`src/rtl/mem_arbiter_pkg.sv`:
```
// mem_arbiter_pkg: shared state, port and bus types for the IF/LS memory arbiter
package mem_arbiter_pkg;

    localparam int ADDR_W_DEF = 32;
    localparam int DATA_W_DEF = 32;

    typedef enum logic [1:0] {
        ARB_IDLE,
        ARB_ACCESS,
        ARB_RESP
    } arb_state_t;

    typedef enum logic {
        ARB_PORT_IF,
        ARB_PORT_LS
    } arb_port_t;

    typedef logic [ADDR_W_DEF-1:0]   addr_t;
    typedef logic [DATA_W_DEF-1:0]   data_t;
    typedef logic [DATA_W_DEF/8-1:0] byte_en_t;

    function automatic logic latency_legal(input int lat);
        return lat >= 1 && lat <= 15;
    endfunction

endpackage

```
`src/rtl/mem_arbiter_grant.sv`:
```
// mem_arbiter_grant: picks IF or LS for the next access; round-robin when MEM_ARB_FAIR_EN is defined, else LS priority
module mem_arbiter_grant
    import mem_arbiter_pkg::*;
(
    input  logic      clk,
    input  logic      reset,
    input  logic      if_valid,
    input  logic      ls_valid,
    input  logic      accept,
    output arb_port_t grant
);

`ifdef MEM_ARB_FAIR_EN
    arb_port_t last_grant;

    always_ff @(posedge clk) begin
        if (!reset)
            last_grant <= ARB_PORT_IF;
        else if (accept)
            last_grant <= grant;
    end

    // on a tie, favour whichever port did not win the previous grant
    always_comb begin
        grant = ls_valid ? ARB_PORT_LS : ARB_PORT_IF;
        grant = (if_valid && ls_valid) ? (last_grant == ARB_PORT_IF ? ARB_PORT_LS : ARB_PORT_IF) : grant;
    end
`else
    logic unused_fair;

    assign unused_fair = clk ^ reset ^ accept ^ if_valid;

    always_comb begin
        grant = ls_valid ? ARB_PORT_LS : ARB_PORT_IF;
    end
`endif

endmodule

```
`src/rtl/mem_arbiter.sv`:
```
// mem_arbiter: shares one single-port memory between IF and LS (MEM_ARB_FAIR_EN selects round-robin over LS priority)
module mem_arbiter
    import mem_arbiter_pkg::*;
#(
    parameter int ADDR_W      = 32,
    parameter int DATA_W      = 32,
    parameter int MEM_LATENCY = 1
) (
    input  logic                clk,
    input  logic                reset,
    input  logic                if_req_valid,
    output logic                if_req_ready,
    input  logic [ADDR_W-1:0]   if_addr,
    output logic                if_rsp_valid,
    output logic [DATA_W-1:0]   if_rdata,
    input  logic                ls_req_valid,
    output logic                ls_req_ready,
    input  logic [ADDR_W-1:0]   ls_addr,
    input  logic                ls_we,
    input  logic [DATA_W/8-1:0] ls_be,
    input  logic [DATA_W-1:0]   ls_wdata,
    output logic                ls_rsp_valid,
    output logic [DATA_W-1:0]   ls_rdata,
    output logic                mem_en,
    output logic                mem_we,
    output logic [DATA_W/8-1:0] mem_be,
    output logic [ADDR_W-1:0]   mem_addr,
    output logic [DATA_W-1:0]   mem_wdata,
    input  logic [DATA_W-1:0]   mem_rdata,
    output logic                busy
);

    localparam int BE_W = DATA_W / 8;

    if (!latency_legal(MEM_LATENCY)) begin : g_bad_latency
        $error("mem_arbiter: MEM_LATENCY must be within 1..15");
    end

    arb_state_t        state, state_nx;
    arb_port_t         grant, owner;
    logic [3:0]        cnt;
    logic [ADDR_W-1:0] addr_r;
    logic              we_r;
    logic [BE_W-1:0]   be_r;
    logic [DATA_W-1:0] wdata_r, if_rdata_r, ls_rdata_r;
    logic              idle, accept, grant_ls, access, last_cyc;
    logic              unused_bits;

    assign unused_bits = ^{if_addr[1:0], ls_addr[1:0]};

    // ready is masked while reset is asserted so no handshake completes during reset
    assign idle     = state == ARB_IDLE && reset;
    assign grant_ls = grant == ARB_PORT_LS;
    assign accept   = if_req_ready || ls_req_ready;
    assign access   = state == ARB_ACCESS;
    assign last_cyc = cnt == 4'(MEM_LATENCY - 1);

    mem_arbiter_grant u_grant (
        .clk      (clk),
        .reset    (reset),
        .if_valid (if_req_valid),
        .ls_valid (ls_req_valid),
        .accept   (accept),
        .grant    (grant)
    );

    always_ff @(posedge clk) begin
        if (!reset)
            state <= ARB_IDLE;
        else
            state <= state_nx;
    end

    always_comb begin
        state_nx     = state;
        state_nx     = state == ARB_IDLE ? (accept ? ARB_ACCESS : ARB_IDLE)
                     : state == ARB_ACCESS ? (last_cyc ? ARB_RESP : ARB_ACCESS)
                     : ARB_IDLE;
        if_req_ready = idle && if_req_valid && !grant_ls;
        ls_req_ready = idle && ls_req_valid && grant_ls;
        mem_en       = access;
        mem_we       = access && we_r;
        mem_be       = access ? be_r : '0;
        mem_addr     = access ? addr_r : '0;
        mem_wdata    = access ? wdata_r : '0;
        if_rsp_valid = state == ARB_RESP && owner == ARB_PORT_IF;
        ls_rsp_valid = state == ARB_RESP && owner == ARB_PORT_LS;
        if_rdata     = if_rdata_r;
        ls_rdata     = ls_rdata_r;
        busy         = state != ARB_IDLE;
    end

    always_ff @(posedge clk) begin
        if (!reset) begin
            owner      <= ARB_PORT_IF;
            cnt        <= '0;
            addr_r     <= '0;
            we_r       <= 1'b0;
            be_r       <= '0;
            wdata_r    <= '0;
            if_rdata_r <= '0;
            ls_rdata_r <= '0;
        end else begin
            if (accept) begin
                owner   <= grant;
                addr_r  <= grant_ls ? {ls_addr[ADDR_W-1:2], 2'b00} : {if_addr[ADDR_W-1:2], 2'b00};
                we_r    <= grant_ls && ls_we;
                be_r    <= (grant_ls && ls_we) ? ls_be : '1;
                wdata_r <= grant_ls ? ls_wdata : '0;
            end
            // read data lands in the owner's register on the edge that enters RESP
            if (access) begin
                cnt <= last_cyc ? '0 : cnt + 4'd1;
                if (last_cyc && owner == ARB_PORT_IF)
                    if_rdata_r <= mem_rdata;
                if (last_cyc && owner == ARB_PORT_LS)
                    ls_rdata_r <= we_r ? '0 : mem_rdata;
            end
        end
    end

endmodule

```
`config.mk`:
```
export PLATFORM = sky130hd
export DESIGN_NAME = mem_arbiter
export DESIGN_NICKNAME = d
export VERILOG_FILES = /design/src/rtl/mem_arbiter_pkg.sv /design/src/rtl/mem_arbiter_grant.sv /design/src/rtl/mem_arbiter.sv
export SDC_FILE = /design/constraint.sdc
export NUM_CORES = 1
export LEC_CHECK = 0
export CORE_ASPECT_RATIO = 0.9
export CORE_MARGIN = 2
export CORE_UTILIZATION = 45
export DETAILED_ROUTE_END_ITERATION = 16
export HOLD_SLACK_MARGIN = 0.15
export PLACE_DENSITY_LB_ADDON = 0.1
export SLEW_MARGIN = 20
export SYNTH_ARGS = -nofsm -noshare
export SYNTH_HDL_FRONTEND = slang
export SYNTH_SLANG_ARGS = --single-unit
export TNS_END_PERCENT = 1
```
`constraint.sdc`:
```
create_clock -name clk -period 2.58 [get_ports clk]
set_input_delay 0.516 -clock clk [delete_from_list [all_inputs] [get_ports clk]]
set_output_delay 0.516 -clock clk [all_outputs]
set_load 0.01 [all_outputs]
```
==> impl_summary.md, run 1 <==
STA
Adding up every negative setup slack in the final design gives 0 ns. For this run, the top clock speed supported by timing is 0.3967 GHz. Subtracting the final worst setup slack from the clock period gives 2.521 ns. The final-report hold violation count came to 0. The worst slew slack as a fraction of its limit is 0.2776. The number of slew-limit violations in the final report is 0. The setup-violating endpoint count in the final report is 0. The worst-margin pin slew is around 1.1 ns. Setup repair after global routing left no endpoint under its margin.

For the final database, setup skew stands at about 0.0075 ns. In the finished design, the share of the clock period the worst path needs comes to 0.9771.

GRT
In the global route stage, overall resource usage came out at 0.2357. The total congestion overflow after global routing is 0. The wire length of the first global-routing pass is 27100 um. The number of antenna violations at the first check in global routing came to 0.

Entering global routing, the biggest net connects 114 pins. The via count of the first global-routing pass is approximately 5500.

Floorplan
The die is between 100 and 150 um wide. During I/O placement, the number of pins put on the boundary was ~280. The floorplan row count is 40. For this configuration, the core starts out at a cell density of 0.4586. The total area inside the core boundary comes to 13260 sq um. The die footprint is 14460 sq um. The height of the chip is 114.3 um.

Detailed routing
Before antenna repair, the detailed router went through 4 iterations. The number of nets still failing antenna checks after routing is 0. Dividing the detail-routed wire length by the instance count gives about 17 um. The detailed router placed approximately 5300 vias in this run. Dividing the detail-routed via count by the number of cells gives 5.081. The DRC violation count after routing is 0. Wires add up to 17500 um.

The violation count after the first detailed-route iteration is 365.

Synthesis
The arithmetic-cell share of the synthesized area counting full adders, half adders and majority gates is 0.004114. Counting distinct cell types in the post-synthesis netlist gives 35. The share of synthesized area in the top cell type comes to 0.4542. Yosys printed 0 warnings. Of the total synthesized cell area, the portion taken by XOR and XNOR cells is 0. After synthesis, the largest family of logic cells by area is simple AND/OR/NAND/NOR gates.

The cell count after synthesis is ~620. The synthesized design contains 138 register bits. For this run, the register share of the synthesized area comes to 0.4542. Of the post-synthesis cell area, the part taken by muxes is 0.2057. The summed instance area of the synthesized netlist is 6082 sq um. The average cell area after synthesis is between 9 and 10 sq um. The post-synthesis compound-gate area fraction is 0.06336. The post-synthesis simple-gate area fraction is 0.2205. Yosys attributes the largest share of cell area to dfxtp_1 45%, mux2i_1 21%, nand2_1 8.0%. Summed over all instances, the cell type with the most area after synthesis is dfxtp_1.

Setup path
At the worst endpoint, the arrival time is 2.00 ns. The number of buffers and inverters on the critical path is 2. In this run the critical register-to-register path is launched from cnt[0]$_SDFFE_PN0P_. The capturing element type of the critical path is a primary output.

The minimum setup slack among reg-to-reg paths is 0.41 ns. The largest fanout on the critical path is 2. The largest individual stage delay along the critical path comes from the cell clkdlybuf4s50_1. STA classifies the critical path startpoint as a primary input. The largest incremental delay on the critical path is 0.48 ns. Broken down by cell family, the worst path's largest delay share belongs to buffers and inverters.

Walking the worst path, the cells encountered are clkdlybuf4s50_1 -> or3b_2 -> nor3b_1 -> dlygate4sd2_1. The critical path is of the primary input to primary output type. The cell count of the worst reg-to-reg path is 5. For the worst setup path, the data required time is 2.06 ns. The capture point of the worst reg-to-reg path is ls_rdata[24]$_SDFFE_PN0P_.

Finish
The commonest non-fill, non-tap cell in the layout is clkdlybuf4s50_1. The fraction of layout cells with a size suffix above 1 is 0.06116. The relative area change from synthesis to final layout is 56.02%.

After filler insertion, the fill cell instance count of the layout stands at 1005. The diode insertion count for antenna repair is 0. The summed area of non-filler cells in the final layout is 9489 sq um. For this run, the post-layout net count is about 1000. The top cell types in the final layout, fill and taps aside, are 199 x clkdlybuf4s50_1, 136 x dfxtp_1, 129 x nand2_1.

Outcome
The run finished with clean final reports.

Pwr
For this design the static power due to leakage is 4.494 nW. In this run the power density over the cells is 602.5 nW/um^2. The worst-case IR drop observed on VDD is just under 0.0005 V.

Clocking
Clock latency on the worst-skew pair, taken at its later pin, is 0.41 ns. After clock tree synthesis, the flow added hold-fix buffers numbering 0. Clock-pin slew was measured on the worst setup and hold paths at 0.05 ns. The clock tree from TritonCTS is yes. The deepest level of the CTS H-tree is 4. The clock net in this run drives a total of 138 sinks.

The number of clock buffers inserted by TritonCTS is 17. The number of buffers on the longest clock path is 2. After clock tree synthesis, the setup repair step added 0 buffers. The clock tree root buffer cell is clkbuf_16.

Placed design
The HPWL after detailed placement is 12130 um. The final estimated routing congestion in global placement is 0.8280. The count of buffers added on input and output ports is about 270.

The placed instance area is 8777 sq um.

Worst hold path
The worst hold path belongs to the class register to register. The launch point of the worst hold path is if_rdata[15]$_SDFFE_PN0P_. For hold timing, the worst endpoint is if_rdata[15]$_SDFFE_PN0P_.

The number of stages on the worst hold path is 2.

Flow run
The number of maximum-capacitance constraint violations is 0.
-- power breakdown --
part           switching [mW]  internal, mW  total (mW)
clock network           0.871          1.75        2.62
registers              0.0648          2.26        2.33
logic                   0.328         0.444       0.771
-- registers in the layout, summed over array words and instances (netlist names) --
name and cells:
addr_r 30, we_r 1, ls_rdata 32, if_rdata 32, state 2, wdata_r 32
be_r 4, owner 1, cnt 4
-- layer usage --
layer | track usage | vias up | wire length (um)
met5 | 0 | - | 0
met3 | 0.07850 | 36 | 1295
met1 | 0.2746 | 2513 | 7026
met2 | 0.4021 | 198 | 8715
li1 | - | 2593 | -
met4 | 0.09304 | 0 | 460
-- cell type report --
cell class / count / area, sq um / area share
repair buffers: 280 / 2834 / 0.2987
clock buffers: 26 / 509.2 / 0.05367
flip-flops and latches: 138 / 2765 / 0.2914
well taps: 168 / 210.2 / 0.02215
clock inverters: 6 / 132.6 / 0.01398
multi-input cells: 429 / 3020 / 0.3183
inverters: 4 / 17.52 / 0.001846
-- cell families (layout without fill, tap and decap cells) --
kind of cell | count (synthesis) | in the layout
adders and majority gates | 2 | 2
muxes | 125 | 125
AOI/OAI and AO/OA | 44 | 44
DFF | 138 | 138
other | 1 | 2
and+or+nand+nor | 256 | 256
buffers and inverters | 58 | 316
-- tightest hold or removal path: cells and delay by family (launching register included) --
| kind | cells | cell delay (ns) |
|---|---|---|
| flops | 1 | 0.31 |
| mux | 1 | 0.05 |
| simple gates | 1 | 0.05 |
-- Yosys cell counts --
library cell	count
dfxtp_1	138
or3b_2	1
clkbuf_1	34
buf_1	1
and3_1	3
nand2_1	129
o31a_2	1
and3b_1	1
a31o_2	1
nand2b_1	5
nor3b_1	4
nand4_1	1
and2_1	67
mux2i_1	125
buf_4	8
buf_6	1
or2b_1	1
buf_2	7
and3b_2	1
and4bb_2	2
nor2b_1	2
nor4b_1	1
a21boi_0	2
a22oi_1	1
buf_12	3
nand3b_1	32
inv_1	4
o21a_1	2
conb_1	1
o211a_1	4
or2_1	1
a22o_1	33
or3b_1	1
nor2_1	4
ha_1	2
-- per-stage QoR --
stage               power [mW]  hold WS (ns)    util  worst slack [ns]  instances
floorplan                2.747        0.4339       -            0.7451        625
global placement         3.115        0.4411  0.6618           -0.1909       1018
detailed placement       3.145        0.4464  0.6618           -0.2062       1018
CTS                      5.749        0.4565  0.7073          -0.02476       1050
global route             5.933        0.4675  0.7155          0.006061       1051
finish                   5.717        0.4541  0.7155           0.05912       1051
-- what timing repair did --
item	in CTS	in global routing
cloned	0	1
resized for setup	44	32
pin swaps	0	0
endpoints found under the setup margin	69	29
-- how the worst max path moves through the flow --
| stage | start | to | slack [ns] | depth (start not counted) |
|---|---|---|---|---|
| floorplan | state[0]$_SDFF_PN0_ | mem_wdata[22] | 0.75 | 4 |
| global placement | if_req_valid | if_req_ready | -0.19 | 4 |
| detailed placement | if_req_valid | if_req_ready | -0.21 | 4 |
| CTS | state[0]$_SDFF_PN0_ | mem_be[3] | -0.02 | 5 |
| global route | if_req_valid | if_req_ready | 0.006 | 4 |
| finish | if_req_valid | if_req_ready | 0.06 | 4 |
Power figures use the tool's default switching activity.
==> inputs of run 2 (changes only) <==
==> constraint.sdc (replaced) <==
create_clock -name clk -period 3.03 [get_ports clk]
set_input_delay 0.606 -clock clk [delete_from_list [all_inputs] [get_ports clk]]
set_output_delay 0.606 -clock clk [all_outputs]
set_load 0.01 [all_outputs]
==> impl_summary.md, run 2 (synthesis results as in run 1) <==
Floorplan
The floorplan row count came to 40 (unchanged). The standard cell core area came to 13260 sq um (unchanged). The die footprint is 14460 sq um (unchanged). The effective utilization at floorplan is 0.4586 (unchanged). The count of boundary I/O pins is 276 (unchanged).

The die extent in x came to 126.5 um (unchanged). The height of the chip is 114.3 um (unchanged).

Pwr
The standby leakage power is 3.775 nW (was 4.494 nW). The largest vdd supply drop was 0.0004529 V (was 0.0004973 V). The total power consumption of the routed design is 4.779 mW (was 5.717 mW). The power density over cell area is 507.9 nW/um^2 (was 602.5 nW/um^2).

Setup path
The sort of element at the start of the critical path is a register (was primary input). The largest fanout on the critical path is 26 (was 2). The startpoint-to-endpoint class of the critical path is register to primary output (was primary input to primary output). The data arrival time of the worst path came to 2.27 ns (was 2.00 ns).

The required time of the critical path is 2.42 ns (was 2.06 ns). The capturing element type of the critical path is a primary output (unchanged).

STA
The setup TNS came to 0 ns (unchanged). The final-report hold violation count was 0 (unchanged). The setup-violating endpoint count in the final report was 0 (unchanged). The clock period minus worst slack is 2.877 ns.

Setup repair after global routing missed its margin: false (unchanged). The setup clock skew after layout came to 0.007711 ns (was 0.007512 ns). Dividing the final minimum period by the clock period gives 0.9496.

The number of slew-limit violations in the final report came to 0 (unchanged). The final worst setup slack was 0.1527 ns (was 0.05912 ns). The worst slew slack as a fraction of its limit is 0.3173 (was 0.2776). The worst-margin pin slew is 1.024 ns (was 1.084 ns).

Derived from the worst setup path, the maximum achievable clock frequency is 0.3476 GHz. The worst hold slack was 0.4540 ns (was 0.4541 ns).

GRT
The total congestion overflow after global routing is 0 (unchanged). The via count of the first global-routing pass is 5307 (was 5542). The number of antenna violations at the first check in global routing came to 0 (unchanged). The largest net degree at the start of global routing is 111 (was 114).

The wire length of the first global-routing pass is 26230 um (was 27100 um). The total track usage was 0.2276 (was 0.2357).

Detailed routing
The first-pass iteration count of the detailed router was 7 (was 4). The total via count after detailed routing is 5303 (was 5340). The DRC violation count after routing is 0 (unchanged). The average vias per placed instance was 5.055 (was 5.081).

The final routed wirelength across all metal layers is 16690 um (was 17500 um). The average wire length per cell after detail routing is 15.91 um (was 16.65 um). The violation count after the first detailed-route iteration came to 277 (was 365). The number of nets still failing antenna checks after routing was 0 (unchanged).

Worst hold path
The type of the worst min-delay path was register to register (unchanged).

Clocking
The clock-pin slew on the worst setup and hold paths is 0.05 ns (about the same). The clock tree root buffer cell is clkbuf_16 (unchanged). The deepest level of the CTS H-tree is 4 (unchanged).

The number of buffers on the longest clock path came to 2 (unchanged). The number of setup buffers added after CTS is 0 (unchanged). The number of clock buffers inserted by TritonCTS is 17 (unchanged). The later-pin clock latency in the skew report is 0.42 ns (was 0.41 ns). The number of clock sinks is 138 (unchanged). The clock tree from TritonCTS was yes (unchanged).

Placed design
The HPWL after detailed placement is 11870 um (was 12130 um). The worst-case setup slack after placement was 0.09121 ns (was -0.2062 ns). The count of input and output buffers is 269 (unchanged).

The final estimated routing congestion in global placement is 0.7692 (was 0.8280). The number of placed cells counting well taps came to 1017 (was 1018). The placed instance area is 8782 sq um (was 8777 sq um).

Finish
The combined flip-flop and latch cell area was 2764 sq um (was 2765 sq um). The final standard cell utilization of the core is 0.7094 (was 0.7155). The number of filler instances in the final layout is 984 (was 1005). Most used cells in the layout excluding fill and tap cells: 266 x clkdlybuf4s50_1, 137 x dfxtp_1, 129 x nand2_1 (was 199 x clkdlybuf4s50_1, 136 x dfxtp_1, 129 x nand2_1). The commonest non-fill, non-tap cell in the layout is clkdlybuf4s50_1 (unchanged).

The multi-input gate area in the final layout is 3017 sq um (was 3020 sq um). The relative area change from synthesis to final layout is 54.70% (was 56.02%). The non-filler instance count after layout is 1049 (was 1051).

The fraction of layout cells with a size suffix above 1 is 0.06016 (was 0.06116). The summed area of non-filler cells in the final layout is 9409 sq um (was 9489 sq um). The diode insertion count for antenna repair was 0 (unchanged). The count of nets after finishing was 1007 (was 1009).

Outcome
Outcome: finished, final reports clean (unchanged).

Flow run
The number of maximum-capacitance constraint violations is 0 (unchanged).
run 2: area by class of cell:
type	count	share of cell area
clock buffers	21	0.05106
clock inverters	11	0.01516
inverters	4	0.001596
multi-input cells	429	0.3206
flip-flops and latches	138	0.2938
well taps	168	0.02234
repair buffers	278	0.2955
run 2: repair_timing:
item                       in CTS  in global routing
resized for setup               0                  2
hold buffers                    0                  0
setup endpoints to repair       0                 15
run 2: path summary, 6_finish.rpt:
| check | endpoint | slack (ns) | from | depth (start not counted) |
|---|---|---|---|---|
| min reg2reg | ls_rdata[22]$_SDFFE_PN0P_ | 0.45 | ls_rdata[22]$_SDFFE_PN0P_ | 2 |
| max reg2reg | ls_rdata[9]$_SDFFE_PN0P_ | 0.89 | cnt[0]$_SDFFE_PN0P_ | 5 |
| max | mem_be[3] | 0.15 | state[0]$_SDFF_PN0_ | 5 |
| min | ls_rdata[22]$_SDFFE_PN0P_ | 0.45 | ls_rdata[22]$_SDFFE_PN0P_ | 2 |
run 2: worst max-delay path, cell delays in order (launching register included):
cell and delay [ns]:
dfxtp_2 0.39, or2b_1 0.31, inv_1 0.13, buf_4 0.27, and2_1 0.18, clkdlybuf4s50_1 0.57
run 2: power breakdown:
part           total [mW]  switching, mW  internal, mW
combinational       0.654          0.270         0.384
sequential           1.98         0.0552          1.93
clock                2.14          0.766          1.38
total                4.78           1.09          3.69
run 2: metal layers:
layer	global-route usage	share of wire
met1	0.2593	0.40
met2	0.3836	0.49
met3	0.09626	0.085
met4	0.08205	0.020
met5	0	0
